===== config.mk =====
export PLATFORM = sky130hd
export DESIGN_NAME = load_store_unit
export DESIGN_NICKNAME = d
export VERILOG_FILES = /design/src/rtl/lsu_pkg.sv /design/src/rtl/lsu_load_extract.sv /design/src/rtl/load_store_unit.sv
export SDC_FILE = /design/constraint.sdc
export NUM_CORES = 1
export LEC_CHECK = 0
export ABC_AREA = 1
export CORE_AREA = 3 3 121 123
export CTS_CLUSTER_DIAMETER = 200
export DETAILED_ROUTE_END_ITERATION = 10
export DIE_AREA = 0 0 124 126
export PLACE_DENSITY = 0.8
export SKIP_CTS_REPAIR_TIMING = 1
export SYNTH_ARGS = -nofsm -noshare
export SYNTH_HDL_FRONTEND = slang
export SYNTH_SLANG_ARGS = --single-unit

===== constraint.sdc =====
create_clock -name clk -period 1.57 [get_ports clk]
set_clock_uncertainty 0.05 [all_clocks]
set_input_delay 0.2355 -clock clk [delete_from_list [all_inputs] [get_ports clk]]
set_output_delay 0.2355 -clock clk [all_outputs]
set_load 0.02 [all_outputs]

===== src/rtl/lsu_pkg.sv =====
// ---------------------------------------------------------------------------
// lsu_pkg
//   Shared definitions for the load/store unit:
//   - RV32I funct3 size codes used on the core request and the memory bus
//   - FSM state encoding for the load/store unit
//   - helper that decides whether a request must be rejected before any
//     bus access (illegal size code or misaligned address)
// ---------------------------------------------------------------------------
package lsu_pkg;

  localparam logic [2:0] F3_B  = 3'b000;
  localparam logic [2:0] F3_H  = 3'b001;
  localparam logic [2:0] F3_W  = 3'b010;
  localparam logic [2:0] F3_BU = 3'b100;
  localparam logic [2:0] F3_HU = 3'b101;

  typedef enum logic [2:0] {
    IDLE    = 3'd0,
    RD_ADDR = 3'd1,
    RD_DATA = 3'd2,
    WR      = 3'd3,
    RESP    = 3'd4
  } lsu_state_t;

  // A request is rejected when its size code does not exist (011/110/111),
  // when a store asks for an unsigned size (only loads extend), or when the
  // address is not naturally aligned for the access size.
  function automatic logic lsu_req_rejected(input logic       is_store,
                                            input logic [2:0] funct3,
                                            input logic [1:0] addr_lo);
    logic illegal;
    logic misaligned;
    illegal = (funct3 == 3'b011) || (funct3 == 3'b110) || (funct3 == 3'b111) ||
              (is_store && funct3[2]);
    misaligned = ((funct3[1:0] == 2'b01) && addr_lo[0]) ||
                 ((funct3[1:0] == 2'b10) && (addr_lo != 2'b00));
    return illegal || misaligned;
  endfunction

endpackage


===== src/rtl/lsu_load_extract.sv =====
// ---------------------------------------------------------------------------
// load_extract
//   Combinational lane selection and extension of a raw memory word for
//   byte and half-word loads. Word loads pass through unchanged.
// Ports:
//   word     in  32  raw word returned by memory
//   addr_lo  in   2  low byte-address bits of the load
//   funct3   in   3  load size code (lb/lh/lw/lbu/lhu)
//   data     out 32  lane-aligned, sign- or zero-extended result
// ---------------------------------------------------------------------------
module load_extract
  import lsu_pkg::*;
(
  input  logic [31:0] word,
  input  logic [1:0]  addr_lo,
  input  logic [2:0]  funct3,
  output logic [31:0] data
);

  logic [7:0]  byte_sel;
  logic [15:0] half_sel;

  // Pick the addressed byte lane (equivalent to word >> 8*addr_lo).
  always_comb begin
    byte_sel = word[7:0];
    case (addr_lo)
      2'd0:    byte_sel = word[7:0];
      2'd1:    byte_sel = word[15:8];
      2'd2:    byte_sel = word[23:16];
      default: byte_sel = word[31:24];
    endcase
  end

  // Pick the addressed half-word lane (word >> 16*addr_lo[1]).
  always_comb begin
    half_sel = addr_lo[1] ? word[31:16] : word[15:0];
  end

  // Extend according to the size code; anything else is treated as a word.
  always_comb begin
    data = word;
    case (funct3)
      F3_B:    data = {{24{byte_sel[7]}}, byte_sel};
      F3_BU:   data = {24'h000000, byte_sel};
      F3_H:    data = {{16{half_sel[15]}}, half_sel};
      F3_HU:   data = {16'h0000, half_sel};
      default: data = word;
    endcase
  end

endmodule


===== src/rtl/load_store_unit.sv =====
// ---------------------------------------------------------------------------
// load_store_unit
//   Initiator side of the unified memory bus. Accepts one load/store request
//   at a time from the core, checks legality, drives the memory bus and
//   absorbs the memory's one-cycle registered read latency. Loads are
//   lane-aligned and extended by load_extract; stores are passed unshifted
//   (the memory does lane placement).
// Ports:
//   clk, reset                 clock, synchronous active-high reset
//   req_valid/req_ready        request handshake from the core
//   req_write                  1 = store, 0 = load
//   req_addr/req_wdata         byte address, store data
//   req_funct3                 RV32I size code
//   resp_valid/resp_ready      response handshake to the core
//   resp_rdata                 extended load data (0 for stores/errors)
//   resp_error                 request rejected, no bus access made
//   mem_read/mem_write         memory enables
//   mem_address                memory byte address
//   mem_write_data             unshifted store data
//   mem_funct3                 access size code for the memory
//   mem_read_data              registered word from memory
// ---------------------------------------------------------------------------
module load_store_unit
  import lsu_pkg::*;
(
  input  logic        clk,
  input  logic        reset,
  input  logic        req_valid,
  output logic        req_ready,
  input  logic        req_write,
  input  logic [31:0] req_addr,
  input  logic [31:0] req_wdata,
  input  logic [2:0]  req_funct3,
  output logic        resp_valid,
  input  logic        resp_ready,
  output logic [31:0] resp_rdata,
  output logic        resp_error,
  output logic        mem_read,
  output logic        mem_write,
  output logic [31:0] mem_address,
  output logic [31:0] mem_write_data,
  output logic [2:0]  mem_funct3,
  input  logic [31:0] mem_read_data
);

  lsu_state_t  state_q;
  lsu_state_t  state_d;
  logic [31:0] addr_q;
  logic [31:0] wdata_q;
  logic [2:0]  funct3_q;
  logic [31:0] rdata_q;
  logic        error_q;
  logic        handshake;
  logic        bad_req;
  logic [31:0] extracted;

  assign handshake = req_valid && req_ready;
  assign bad_req   = lsu_req_rejected(req_write, req_funct3, req_addr[1:0]);

  // State register. Reset abandons any transaction in flight.
  always_ff @(posedge clk) begin
    if (reset) begin
      state_q <= IDLE;
    end else begin
      state_q <= state_d;
    end
  end

  // Next-state logic. The load/store decision is taken at the handshake, so
  // the direction of the access is encoded in the state itself.
  always_comb begin
    state_d = state_q;
    case (state_q)
      IDLE: begin
        if (handshake) begin
          if (bad_req) begin
            state_d = RESP;
          end else if (req_write) begin
            state_d = WR;
          end else begin
            state_d = RD_ADDR;
          end
        end
      end
      RD_ADDR: state_d = RD_DATA;
      RD_DATA: state_d = RESP;
      WR:      state_d = RESP;
      RESP: begin
        if (resp_ready) begin
          state_d = IDLE;
        end
      end
      default: state_d = IDLE;
    endcase
  end

  // Request and response registers. Bus-facing request registers are only
  // loaded for legal requests, so a rejected request leaves mem_address and
  // friends at their last driven values. The response data is cleared at
  // every handshake so stores and errors report zero.
  always_ff @(posedge clk) begin
    if (reset) begin
      addr_q   <= '0;
      wdata_q  <= '0;
      funct3_q <= '0;
      rdata_q  <= '0;
      error_q  <= 1'b0;
    end else begin
      if (handshake) begin
        rdata_q <= '0;
        error_q <= bad_req;
        if (!bad_req) begin
          addr_q   <= req_addr;
          wdata_q  <= req_wdata;
          funct3_q <= req_funct3;
        end
      end
      if (state_q == RD_DATA) begin
        rdata_q <= extracted;
      end
    end
  end

  load_extract u_load_extract (
    .word    (mem_read_data),
    .addr_lo (addr_q[1:0]),
    .funct3  (funct3_q),
    .data    (extracted)
  );

  // Outputs are forced quiet while reset is high: the state register only
  // clears at the reset edge, so without this gating a store sitting in WR
  // would still present mem_write during the reset cycle.
  always_comb begin
    req_ready      = !reset && (state_q == IDLE);
    resp_valid     = !reset && (state_q == RESP);
    mem_read       = !reset && ((state_q == RD_ADDR) || (state_q == RD_DATA));
    mem_write      = !reset && (state_q == WR);
    resp_rdata     = reset ? 32'h0 : rdata_q;
    resp_error     = !reset && error_q;
    mem_address    = reset ? 32'h0 : addr_q;
    mem_write_data = reset ? 32'h0 : wdata_q;
    mem_funct3     = reset ? 3'b000 : funct3_q;
  end

endmodule


==> run_results.csv, run 1 <==
group,metric,value,unit
run_status,status,"finished, violations left",
run_status,violations,"setup timing",
floorplanning,boundaryPins,208,
global_route,grt_pass1_vias,5641,
flow_run,cap_violations,0,
global_route,grt_first_pass_wirelength,26800,µm
timing,rsz0062_at_grt,"true",
placement,io_buffer_count,207,
logic_synthesis,synth_top_area_share,37.89,%
timing,postLayoutSetupSlackWorst,-0.1304,ns
timing,setup_viol,65,
logic_synthesis,yosys.area.top_type,"dfxtp_1",
worst_setup_path,slowest_stage,"dfxtp_4",
routing,routed_wl,19240,µm
cells_and_area,drive_above_1_share,11.84,%
worst_setup_path,cp_cell_sequence,"nor2_4 -> nand2_4 -> nor3_4 -> buf_8 -> clkbuf_16 -> nand3b_1 -> nand2_1 -> nor2_1",
logic_synthesis,synth.area.top_cells,"dfxtp_1 38%, nor2_1 19%, nand2_1 14%",
routing,num_vias,6260,
cts,htreeDepth,3,
cts,clockBufferDepth,2,
logic_synthesis,synth_area,5443,µm²
routing,avgRoutedWirePerCell,14.47,µm
floorplanning,initial_core_util,39.52,%
logic_synthesis,synth_seq_cells,103,
placement,dp_hpwl,12470,µm
placement,dp_cells,1293,
cells_and_area,areaGrowthSynthToFinish,67.72,%
hold_path,hold_path_class,"in -> reg",
hold_path,hp-start,"reset",
floorplanning,core_area,13770,µm²
global_route,antenna_found_initial,0,
worst_setup_path,crit_required,1.76,ns
timing,period_needed,1.700,ns
logic_synthesis,synth_nets,995,
worst_setup_path,cp_top_family,"simple AND/OR/NAND/NOR gates",
worst_setup_path,path_class,"reg -> reg",
cts,cts.sinks,103,
floorplanning,die-height,126,µm
worst_setup_path,max_stage_delay,0.37,ns
global_route,grt_max_degree,58,
power,power.density,742.5,nW/µm²
cells_and_area,fin_cells,1329,
floorplanning,die_area,15620,µm²
cells_and_area,final_common_cell,"nor2_1",
timing,slew_headroom,78.30,%
timing,fmax,0.5881,GHz
cts,clk_pin_slew_worst_paths,0.07,ns
power,power_leakage,0.005645,µW
timing,hold_violations,0,
routing,antenna_left,0,
routing,drt-pass1-iter-count,5,
routing,vias_per_cell,4.710,
routing,drt_iter0_drc,467,
cts,cts_tree,"built",
logic_synthesis,yosysSeqAreaShare,37.89,%
worst_setup_path,r2r-start,"state_q[0]$_SDFFE_PP0P_",
worst_setup_path,cp.arrival,1.89,ns
routing,remaining_drc_errors,0,
worst_setup_path,endpoint_kind,"register",
timing,drv_slew,0,
placement,post-place-ws,-0.1964,ns
logic_synthesis,syn_avg_cell_area,6.109,µm²
timing,min_period_over_period,108.3,%
cts,insertion_delay,0.35,ns
logic_synthesis,synth_cells,891,
cells_and_area,utilization,66.28,%
power,ir_worst_vdd,0.0005262,V
cells_and_area,diodes,0,
worst_setup_path,cp-startpoint,"state_q[0]$_SDFFE_PP0P_",
logic_synthesis,ys_types,20,
global_route,grt_overflow,0,
timing,tightest_slew,0.3221,ns
cells_and_area,num-fill-cells,1154,
floorplanning,die_x,124,µm
cts,cts_buffers,9,
global_route,grtUsageTotal,21.17,%
worst_setup_path,crit_path_start_kind,"register",
cells_and_area,final_cell_mix,"262 x nor2_1, 195 x nand2_1, 121 x inv_1",
cells_and_area,nets,1248,
cts,clockRootBuffer,"clkbuf_16",
placement,gp_congestion,0.9371,
worst_setup_path,path_max_fanout,8,
worst_setup_path,crit_buf_inv,2,
logic_synthesis,ys.warnings.count,0,
floorplanning,fp-row-count,43,
[Yosys cell counts]
master,instances
nand2_1,198
buf_1,9
nor3_4,1
nor2_2,1
o211ai_1,5
nand2_2,4
clkinv_1,3
o21a_1,1
a21oi_1,23
nand3_1,15
nor3_1,4
inv_1,124
nor2_1,270
o21ai_0,19
buf_2,14
buf_6,5
dfxtp_1,103
clkbuf_1,24
nand3b_1,65
inv_2,3
[logic make-up after synthesis]
family / share of synthesized area [%]
AND/OR/NAND/NOR: 43.86
AO/OA/AOI/OAI: 4.690
buffers and inverters: 13.56
flip-flops: 37.89
[layer usage]
layer  share of wire (%)  wire length, µm  up-vias  global-route usage (%)
li1                    -                -     3161                       -
met1                  41             7804     2785                   25.63
met2                  48             9322      273                   36.11
met3                 8.8             1693       41                   6.107
met4                 2.2              417        0                   6.379
met5                   0                0        -                       0
[metrics by stage]
| step | TNS, ns | area [µm²] | hold slack (ns) | total power, µW |
|---|---|---|---|---|
| 2_1_floorplan | 0 | 5443 | 0.3204 | 3570 |
| 3_3_place_gp | -19.10 | 8118 | 0.4107 | 4250 |
| 3_5_place_dp | -20.33 | 8118 | 0.4214 | 4269 |
| 4_1_cts | -22.68 | 8423 | 0.1561 | 6594 |
| 5_1_grt | -7.881 | 9129 | 0.1773 | 7045 |
| 6_report | -3.729 | 9129 | 0.1626 | 6778 |
[flip-flops by register name, indices dropped and copies added (netlist names)]
register	cells
addr_q	32
rdata_q	32
wdata_q	32
funct3_q	3
state_q	3
error_q	1
[worst paths after layout]
| check | slack (ns) | cells after the start | endpoint |
|---|---|---|---|
| hold / removal | 0.16 | 2 | state_q[2]$_SDFFE_PP0P_ |
| hold reg to reg | 0.43 | 2 | wdata_q[14]$_SDFFE_PP0P_ |
| setup / recovery | -0.13 | 8 | addr_q[13]$_SDFFE_PP0P_ |
| setup reg to reg | -0.13 | 8 | addr_q[13]$_SDFFE_PP0P_ |
[report_power, final]
group | leakage, µW | switching (µW) | internal, µW
sequential | 0.000836 | 58.2 | 2730
combinational | 0.00467 | 820 | 818
clock | 0.000143 | 1060 | 1290
[area by class of cell]
cell class                      instances  area [µm²]  share of cell area [%]
Clock buffer                           11       242.7                   2.659
Clock inverter                          5       62.56                  0.6853
Inverter                              130       500.5                   5.482
Multi-Input combinational cell        606        2695                   29.52
Sequential cell                       103        2066                   22.63
Tap cell                              180       225.2                   2.467
Timing Repair Buffer                  293        3328                   36.46
Timing Repair inverter                  1       8.758                 0.09594
Power figures use the tool's default switching activity.
==> inputs of run 2 (changes only) <==
- CORE_AREA: 3 3 121 123 -> 3 3 155 97
- DIE_AREA: 0 0 124 126 -> 0 0 158 100
==> run_results.csv, run 2 (synthesized netlist as in run 1, its figures left out) <==
group,metric,value,unit
run_status,status,"finished, violations left",
run_status,violations,"setup timing",
placement,io_buffer_count,207,
worst_setup_path,slowest_stage,"dfxtp_2",
cells_and_area,num-fill-cells,1124,
floorplanning,core_area,13580,µm²
timing,tightest_slew,0.3030,ns
worst_setup_path,path_class,"reg -> reg",
cells_and_area,diodes,0,
cells_and_area,largestRegisters,"addr_q x32, rdata_q x32, wdata_q x32",
cells_and_area,register_area,2066,µm²
worst_setup_path,cp.arrival,1.91,ns
cells_and_area,utilization,69.11,%
cells_and_area,fin_cells,1332,
power,power_leakage,0.005795,µW
global_route,grt_overflow,0,
cells_and_area,drive_above_1_share,16.34,%
cts,clockBufferDepth,2,
global_route,antenna_found_initial,0,
placement,dp_cells,1293,
routing,antenna_left,0,
routing,drt-pass1-iter-count,5,
placement,dp_hpwl,13030,µm
cts,cts.sinks,103,
floorplanning,die_area,15800,µm²
cts,insertion_delay,0.34,ns
flow_run,cap_violations,0,
cells_and_area,final_common_cell,"nor2_1",
cells_and_area,nets,1256,
global_route,grt_first_pass_wirelength,26740,µm
floorplanning,die_x,158,µm
timing,slew_headroom,79.59,%
power,power,6748,µW
worst_setup_path,crit_required,1.79,ns
timing,rsz0062_at_grt,"true",
cts,cts_buffers,9,
power,ir_worst_vdd,0.0005624,V
routing,avgRoutedWirePerCell,15.36,µm
placement,gp_congestion,0.9296,
cts,clockRootBuffer,"clkbuf_16",
power,power.density,718.8,nW/µm²
routing,num_vias,6411,
floorplanning,fp-row-count,33,
hold_path,hold_path_class,"in -> reg",
global_route,grt_pass1_vias,5377,
routing,routed_wl,20460,µm
floorplanning,initial_core_util,40.07,%
cts,cts_tree,"built",
timing,drv_slew,0,
cts,clk_pin_slew_worst_paths,0.08,ns
cells_and_area,final_cell_mix,"222 x nor2_1, 191 x nand2_1, 122 x inv_1",
global_route,grtUsageTotal,21.03,%
cts,htreeDepth,3,
timing,fmax,0.5920,GHz
worst_setup_path,max_stage_delay,0.34,ns
floorplanning,boundaryPins,208,
cells_and_area,design_area,9388,µm²
routing,vias_per_cell,4.813,
worst_setup_path,crit_path_start_kind,"register",
timing,fin_setup_tns,-4.723,ns
worst_setup_path,path_max_fanout,8,
placement,postPlaceCellArea,8147,µm²
cells_and_area,areaGrowthSynthToFinish,72.48,%
global_route,grt_max_degree,51,
worst_setup_path,endpoint_kind,"register",
timing,hold_violations,0,
timing,setup_viol,68,
worst_setup_path,cp_cell_sequence,"buf_6 -> nor2_4 -> nand2_4 -> nor3_4 -> nand2_4 -> clkinv_8 -> clkbuf_16 -> nor2_1 -> nor2_1",
cells_and_area,multiInputGateArea,2892,µm²
timing,min_period_over_period,107.6,%
floorplanning,die-height,100,µm
routing,drt_iter0_drc,559,
routing,remaining_drc_errors,0,
timing,postLayoutSetupSlackWorst,-0.1191,ns
timing,period_needed,1.689,ns
[run 2: final cells by class]
class | instances | share of cell area, %
flip-flops and latches | 103 | 22.00
clock inverters | 5 | 0.4132
clock buffers | 11 | 2.586
repair buffers | 301 | 36.39
inverters | 130 | 5.358
multi-input cells | 606 | 30.80
repair inverters | 1 | 0.1200
well taps | 175 | 2.332
[run 2: worst paths after layout]
check / from / slack, ns / end / cells after the start
min reg2reg: addr_q[24]$_SDFFE_PP0P_ / 0.43 / addr_q[24]$_SDFFE_PP0P_ / 2
max reg2reg: state_q[0]$_SDFFE_PP0P_ / -0.12 / funct3_q[0]$_SDFFE_PP0P_ / 9
max: state_q[0]$_SDFFE_PP0P_ / -0.12 / funct3_q[0]$_SDFFE_PP0P_ / 9
min: reset / 0.38 / rdata_q[29]$_SDFFE_PP0P_ / 5
[run 2: per-layer routing]
layer	track usage (%)	routed length, µm	up-vias
met3	8.445	2338	27
li1	-	-	3181
met5	0	0	-
met1	29.22	9330	2895
met2	31.29	8536	308
met4	3.767	255	0
[run 2: critical path, delay by kind of cell (launching register included)]
kind	cells	cell delay, ns
buffers and inverters	3	0.43
DFF	1	0.34
and+or+nand+nor	6	0.80
[run 2: power breakdown]
group	internal [µW]	leakage [µW]	switching [µW]
logic	883	0.00482	891
clock network	1140	0.000137	1040
registers	2730	0.000837	70.5
total	4750	0.00580	2000
[run 2: through the flow]
stage / hold WS [ns] / worst slack (ns)
6_report: 0.3814 / -0.1191
5_1_grt: 0.3882 / -0.1930
4_1_cts: 0.3629 / -0.5195
3_5_place_dp: 0.4209 / -0.2217
3_3_place_gp: 0.4115 / -0.1621
2_1_floorplan: 0.3204 / 0.01420
